===== config.mk =====
export PLATFORM = sky130hd
export DESIGN_NAME = div10_sched_flat
export DESIGN_NICKNAME = d
export VERILOG_FILES = /design/src/rtl/div10_sched_if.sv /design/src/rtl/div10_sched.sv /design/src/flat_wrapper.sv
export SDC_FILE = /design/constraint.sdc
export NUM_CORES = 1
export LEC_CHECK = 0
export CORE_MARGIN = 10
export CORE_UTILIZATION = 24
export CTS_CLUSTER_SIZE = 40
export DETAILED_ROUTE_END_ITERATION = 10
export DONT_BUFFER_PORTS = 1
export PLACE_DENSITY = 0.38
export SLEW_MARGIN = 15
export SYNTH_ARGS = -nofsm -noshare
export SYNTH_HDL_FRONTEND = slang
export SYNTH_SLANG_ARGS = --single-unit

===== constraint.sdc =====
create_clock -name CLK -period 6.6 [get_ports CLK]
set_input_delay 0.33 -clock CLK [delete_from_list [all_inputs] [get_ports CLK]]
set_output_delay 0.33 -clock CLK [all_outputs]
set_load 0.005 [all_outputs]

===== src/rtl/div10_sched_if.sv =====
// Requester-side handshake and result bus for the shared divide-by-10 BCD converter.
// The master drives requests and operands; the slave (scheduler) returns acks and results.
interface div10_sched_if #(
    parameter int DIGITS = 4
);
    logic [1:0]            req_i;
    logic [13:0]           num0_i;
    logic [13:0]           num1_i;
    logic [1:0]            ack_o;
    logic                  busy_o;
    logic [1:0]            done_o;
    logic [4*DIGITS-1:0]   digits_o;
    logic                  clamp_o;

    modport master (
        output req_i, num0_i, num1_i,
        input  ack_o, busy_o, done_o, digits_o, clamp_o
    );

    modport slave (
        input  req_i, num0_i, num1_i,
        output ack_o, busy_o, done_o, digits_o, clamp_o
    );
endinterface


===== src/rtl/div10_sched.sv =====
// Round-robin scheduler sharing one combinational divide-by-10 between two requesters,
// producing DIGITS packed BCD digits per job (units first), one digit per clock.
module div10_sched #(
    parameter int DIGITS = 4,
    parameter int MAXVAL = 9999
) (
    input  logic          CLK,
    input  logic          RST_N,
    div10_sched_if.slave  bus
);

    localparam int          CNT_W  = (DIGITS > 1) ? $clog2(DIGITS) : 1;
    localparam int          BCD_W  = 4 * DIGITS;
    localparam logic [13:0] MAX14  = 14'(MAXVAL);
    localparam logic [CNT_W-1:0] CNT_LAST = CNT_W'(DIGITS - 1);

    typedef enum logic [1:0] {
        IDLE = 2'd0,
        CONV = 2'd1,
        DONE = 2'd2
    } state_t;

    // Reciprocal multiply: floor(x*6554/2^16) equals x/10 for every x below 16384.
    function automatic logic [13:0] div10_quo(input logic [13:0] x);
        return 14'((27'(x) * 27'd6554) >> 16);
    endfunction

    function automatic logic [3:0] div10_rem(input logic [13:0] x, input logic [13:0] q);
        return 4'(x - q * 14'd10);
    endfunction

    function automatic logic [13:0] clamp_val(input logic [13:0] x);
        return (x > MAX14) ? MAX14 : x;
    endfunction

    state_t             state_q, state_d;
    logic [CNT_W-1:0]   cnt_q, cnt_d;
    logic               owner_q, owner_d;
    logic               last_q, last_d;
    logic               pclamp_q, pclamp_d;
    logic [1:0]         ack_q, ack_d;
    logic [1:0]         done_q, done_d;
    logic [BCD_W-1:0]   digits_q, digits_d;
    logic               clamp_q, clamp_d;

    logic [13:0]        work_q, work_d;
    logic [BCD_W-1:0]   buf_q, buf_d;

    logic               gnt;
    logic [13:0]        sel_num;
    logic [13:0]        quo;
    logic [3:0]         rem;

    // With both requests pending the one not served last wins.
    assign gnt     = (bus.req_i == 2'b10) | ((bus.req_i == 2'b11) & ~last_q);
    assign sel_num = gnt ? bus.num1_i : bus.num0_i;
    assign quo     = div10_quo(work_q);
    assign rem     = div10_rem(work_q, quo);

    always_comb begin
        state_d  = state_q;
        cnt_d    = cnt_q;
        owner_d  = owner_q;
        last_d   = last_q;
        pclamp_d = pclamp_q;
        ack_d    = 2'b00;
        done_d   = 2'b00;
        digits_d = digits_q;
        clamp_d  = clamp_q;
        work_d   = work_q;
        buf_d    = buf_q;

        case (state_q)
            IDLE: begin
                if (bus.req_i != 2'b00) begin
                    ack_d[gnt] = 1'b1;
                    owner_d    = gnt;
                    work_d     = clamp_val(sel_num);
                    pclamp_d   = (sel_num > MAX14);
                    cnt_d      = '0;
                    state_d    = CONV;
                end
            end
            CONV: begin
                buf_d[4*int'(cnt_q) +: 4] = rem;
                work_d = quo;
                cnt_d  = cnt_q + CNT_W'(1);
                if (cnt_q == CNT_LAST) begin
                    state_d = DONE;
                end
            end
            DONE: begin
                digits_d        = buf_q;
                clamp_d         = pclamp_q;
                done_d[owner_q] = 1'b1;
                last_d          = owner_q;
                state_d         = IDLE;
            end
            default: begin
                state_d = IDLE;
            end
        endcase
    end

    // Control and visible outputs: cleared by reset, abandoning any job in flight.
    always_ff @(posedge CLK or negedge RST_N) begin
        if (!RST_N) begin
            state_q  <= IDLE;
            cnt_q    <= '0;
            owner_q  <= 1'b0;
            last_q   <= 1'b1;
            pclamp_q <= 1'b0;
            ack_q    <= 2'b00;
            done_q   <= 2'b00;
            digits_q <= '0;
            clamp_q  <= 1'b0;
        end else begin
            state_q  <= state_d;
            cnt_q    <= cnt_d;
            owner_q  <= owner_d;
            last_q   <= last_d;
            pclamp_q <= pclamp_d;
            ack_q    <= ack_d;
            done_q   <= done_d;
            digits_q <= digits_d;
            clamp_q  <= clamp_d;
        end
    end

    // Datapath: always loaded before use, so no reset needed.
    always_ff @(posedge CLK) begin
        work_q <= work_d;
        buf_q  <= buf_d;
    end

    assign bus.ack_o    = ack_q;
    assign bus.done_o   = done_q;
    assign bus.busy_o   = (state_q != IDLE);
    assign bus.digits_o = digits_q;
    assign bus.clamp_o  = clamp_q;

endmodule


===== src/flat_wrapper.sv =====
// flat-port wrapper written by rule: the top's interface ports become plain ports
module div10_sched_flat 
#(
    parameter int DIGITS = 4,
    parameter int MAXVAL = 9999
)
  (CLK, RST_N, bus_req_i, bus_num0_i, bus_num1_i, bus_ack_o, bus_busy_o, bus_done_o, bus_digits_o, bus_clamp_o);
  div10_sched_if #(.DIGITS(DIGITS)) bus_i ();
  input  logic CLK;
  input  logic RST_N;
  input wire logic [$bits(bus_i.req_i)-1:0] bus_req_i;
  input wire logic [$bits(bus_i.num0_i)-1:0] bus_num0_i;
  input wire logic [$bits(bus_i.num1_i)-1:0] bus_num1_i;
  output wire logic [$bits(bus_i.ack_o)-1:0] bus_ack_o;
  output wire logic [$bits(bus_i.busy_o)-1:0] bus_busy_o;
  output wire logic [$bits(bus_i.done_o)-1:0] bus_done_o;
  output wire logic [$bits(bus_i.digits_o)-1:0] bus_digits_o;
  output wire logic [$bits(bus_i.clamp_o)-1:0] bus_clamp_o;
  assign bus_i.req_i = bus_req_i;
  assign bus_i.num0_i = bus_num0_i;
  assign bus_i.num1_i = bus_num1_i;
  assign bus_ack_o = bus_i.ack_o;
  assign bus_busy_o = bus_i.busy_o;
  assign bus_done_o = bus_i.done_o;
  assign bus_digits_o = bus_i.digits_o;
  assign bus_clamp_o = bus_i.clamp_o;
  div10_sched #(.DIGITS(DIGITS), .MAXVAL(MAXVAL)) u_core (.CLK(CLK), .RST_N(RST_N), .bus(bus_i));
endmodule

==> metrics.md <==
| Metric | Value |
|---|---|
| # rows | 57 |
| Seq/Total Area, Yosys | 27.5% |
| Area grow syn2layout | 12.2% |
| Root Driver | clkbuf_16 |
| Worst Setup Start Kind | flop |
| Worst-path clk slew | 0.06 ns |
| Die X | 176 um |
| Synth warn | 0 |
| Final period utilization | 93.8% |
| Routed WL | 13800 um |
| Num CTS Buffers | 9 |
| Met3 wire len | 644 um |
| Max-cap violations | 0 |
| I/O pins | 54 |
| Detailed Place HPWL | 11500 um |
| Post-synthesis sequential element count | 58 |
| Max-slew headroom | 36.0% |
| NumNets Final | 731 |
| Syn Nets | 725 |
| Average wire per standard cell | 15.8 um |
| Synth area leader | ha_1 |
| Crit path time final | 6.19 ns |
| Hold_sp | bus_num0_i[12] |
| Cell count after placement | 856 |
| Worst Skew | 0.00719 ns |
| Setup_tns | 0 ns |
| First-pass GRT wire length | 23200 um |
| Grt total ovfl | 0 |
| Post-synthesis async set-or-reset flop share | 48.3% |
| Largest net degree at the start of global routing | 29 |
| Die Area | 31000 um2 |
| Mapped Cells | 542 |
| Final core occ | 27.2% |
| Post-synth top area share | 22.1% |
| CP Class | reg2reg |
| Post-route setup slack | 0.412 ns |
| Remaining antenna violation count | 0 |
| Met2 wire length | 6670 um |
| Top area cells in the synthesized netlist | ha_1 22%, fa_1 16%, edfxtp_1 15% |
| Share of cells above drive strength 1 | 9.76% |
| Via Count | 3825 |
| Drt drc | 0 |
| FF-to-FF Start | u_core.work_q[6]$_DFFE_PP_ |
| Drt first pass iters | 5 |
| Place WS | 0.318 ns |
| Crit path required time | 6.67 ns |
| R2r setup slk | 0.41 ns |
| Endpoints failing setup | 0 |
| Mapped cell area | 5840 um2 |
| Clock sink count | 58 |
| Post-DR vias/cell | 4.36 |
| Core Box Area | 24100 um2 |
| WL met1 | 6360 um |
| Max Root-Sink Buffers | 2 |
| Worst EP arrival | 6.26 ns |
| Unrepaired setup endpoints after global routing | no |
| Initial antenna violation count | 0 |
| Max layer used | met4 |
| Critical path fanouts, max | 5 |
| H-tree depth | 3 |
| Final Max Tran Viols | 0 |
| DR iter-0 viols | 140 |
| Starting Density | 24.2% |
| Finished Layout Cells | 877 |
| Setup crit start | u_core.work_q[6]$_DFFE_PP_ |
| Syn avg cell area | 10.8 um2 |
| Hold Vio Cnt, Final | 0 |
| TritonCTS clock tree | yes |
| Max Freq | 162 MHz |
| Worst-Margin Slew | 0.961 ns |
| Die H | 176 um |
| Post-synth EDFFs | 30 |
| ANT cells | 0 |
| Vias in the first global route | 4212 |
| Synth Flop Type | edfxtp_1 |
| Status | complete, no violations |
| Crit end category | flop |
| Total GRT Usage | 9.46% |
| Clock latency on the worst-skew pair | 0.33 ns |
| Distinct cells, synth | 63 |
| IO Port Bufs | 0 |
| RD Place Congestion | 0.815 |
| Hold WC Path Type | in2reg |
==> path summary, 6_finish.rpt <==
path	endpoint	cells past startpoint
min in group asynchronous	u_core.bus.digits_o[11]$_DFFE_PN0N_	2
setup reg to reg	u_core.buf_q[7]$_DFFE_PP_	20
setup / recovery	u_core.buf_q[7]$_DFFE_PP_	20
max in group asynchronous	u_core.last_q$_DFFE_PN1N_	2
hold reg to reg	u_core.bus.done_o[0]$_DFF_PN0_	1
hold / removal	u_core.work_q[12]$_SDFFCE_PN0P_	2
==> stage by stage <==
step	hold WS, ns	instance area, um2
after global routing	0.245	6550
final	0.231	6550
after global placement	0.0354	6170
after floorplan	0.0344	5840
after detailed placement	0.0355	6170
after CTS	0.224	6520
==> cells in the mapped netlist (3+ instances only) <==
| cell type | number |
|---|---|
| xor2_1 | 4 |
| nand2_1 | 16 |
| fa_1 | 48 |
| nand2b_1 | 6 |
| a21oi_1 | 20 |
| nor2b_1 | 7 |
| o21a_1 | 3 |
| and3_1 | 6 |
| nor3_1 | 14 |
| inv_1 | 107 |
| mux2i_1 | 11 |
| nand4_1 | 6 |
| dfrtp_1 | 27 |
| a211oi_1 | 4 |
| ha_1 | 103 |
| nor2_1 | 25 |
| xnor2_1 | 4 |
| and2_1 | 9 |
| clkbuf_1 | 5 |
| nand3_1 | 7 |
| o32a_1 | 3 |
| mux2_2 | 21 |
| edfxtp_1 | 30 |
| o21ai_0 | 10 |
| a21o_1 | 4 |
==> cells by family after synthesis <==
family / Yosys count / share of synthesized area [%]
adders and majority gates: 151 / 38.5
buffers and inverters: 119 / 8.38
and+or+nand+nor: 103 / 8.94
AOI/OAI and AO/OA: 70 / 9.17
DFF: 58 / 27.5
muxes: 32 / 5.94
xor gates and xnor gates: 9 / 1.59
==> final cells by class <==
| class | instances | area [um2] |
|---|---|---|
| fillers | 2582 | 17600 |
| inverters | 107 | 402 |
| multi-input cells | 365 | 3760 |
| well taps | 324 | 405 |
| clock buffers | 12 | 268 |
| clock inverters | 4 | 48.8 |
| repair buffers | 7 | 67.6 |
| flip-flops and latches | 58 | 1600 |
==> flip-flops by register name, summed over array words and instances, names as in the netlist <==
signal and count:
u_core.last_q 1, u_core.pclamp_q 1, u_core.owner_q 1, u_core.bus.done_o 2
u_core.buf_q 16, u_core.bus.digits_o 16, u_core.cnt_q 2, u_core.bus.ack_o 2
u_core.work_q 14, u_core.state_q 2, u_core.bus.clamp_o 1
==> layout by cell type (no fill, tap or decap), types with 2 or more instances in the layout <==
cell type   instances
and3_1              6
clkbuf_16          10
o21a_1              3
nand2b_1            6
nor3_1             14
edfxtp_1           30
o32a_1              3
o21ai_0            10
fa_1               48
nor2b_1             7
mux2i_1            11
inv_1             107
a2111o_1            2
buf_4               5
mux2_2             21
ha_1              103
a21oi_1            20
nand4_1             6
dfrtp_1            27
xnor2_1             4
and2_1              9
nor2_1             24
a21o_1              4
nand3_1             7
a211oi_1            4
xor2_1              3
o22ai_1             2
nand2_1            16
clkinvlp_4          2
==> repair_timing <==
item / CTS / global route
resized for setup: 0 / 1
setup buffers: 0 / 3
hold endpoints to repair: 28 / 0
setup endpoints to repair: 0 / 4
hold buffers: 2 / 0
==> critical path, stage by stage (launching register included) <==
cell and delay, ns:
edfxtp_1 0.51, ha_1 0.38, inv_1 0.07, fa_1 0.48, inv_1 0.05, fa_1 0.50, fa_1 0.54, inv_1 0.05
fa_1 0.53, inv_1 0.04, ha_1 0.31, nand3_1 0.17, o211ai_2 0.20, a22o_2 0.33, a21oi_2 0.29, xor2_1 0.16
fa_1 0.42, xnor2_1 0.26, xnor3_1 0.30, xor2_2 0.26, nor3_1 0.07
==> routing by layer <==
layer / track usage, % / vias up
met2: 15.6 / 72
li1: - / 1859
met4: 2.68 / 0
met3: 1.88 / 13
met5: 0 / -
met1: 12.3 / 1881
Power is not shown: default switching activity piles up to over one toggle a cycle in this logic, so the estimate is an artifact.
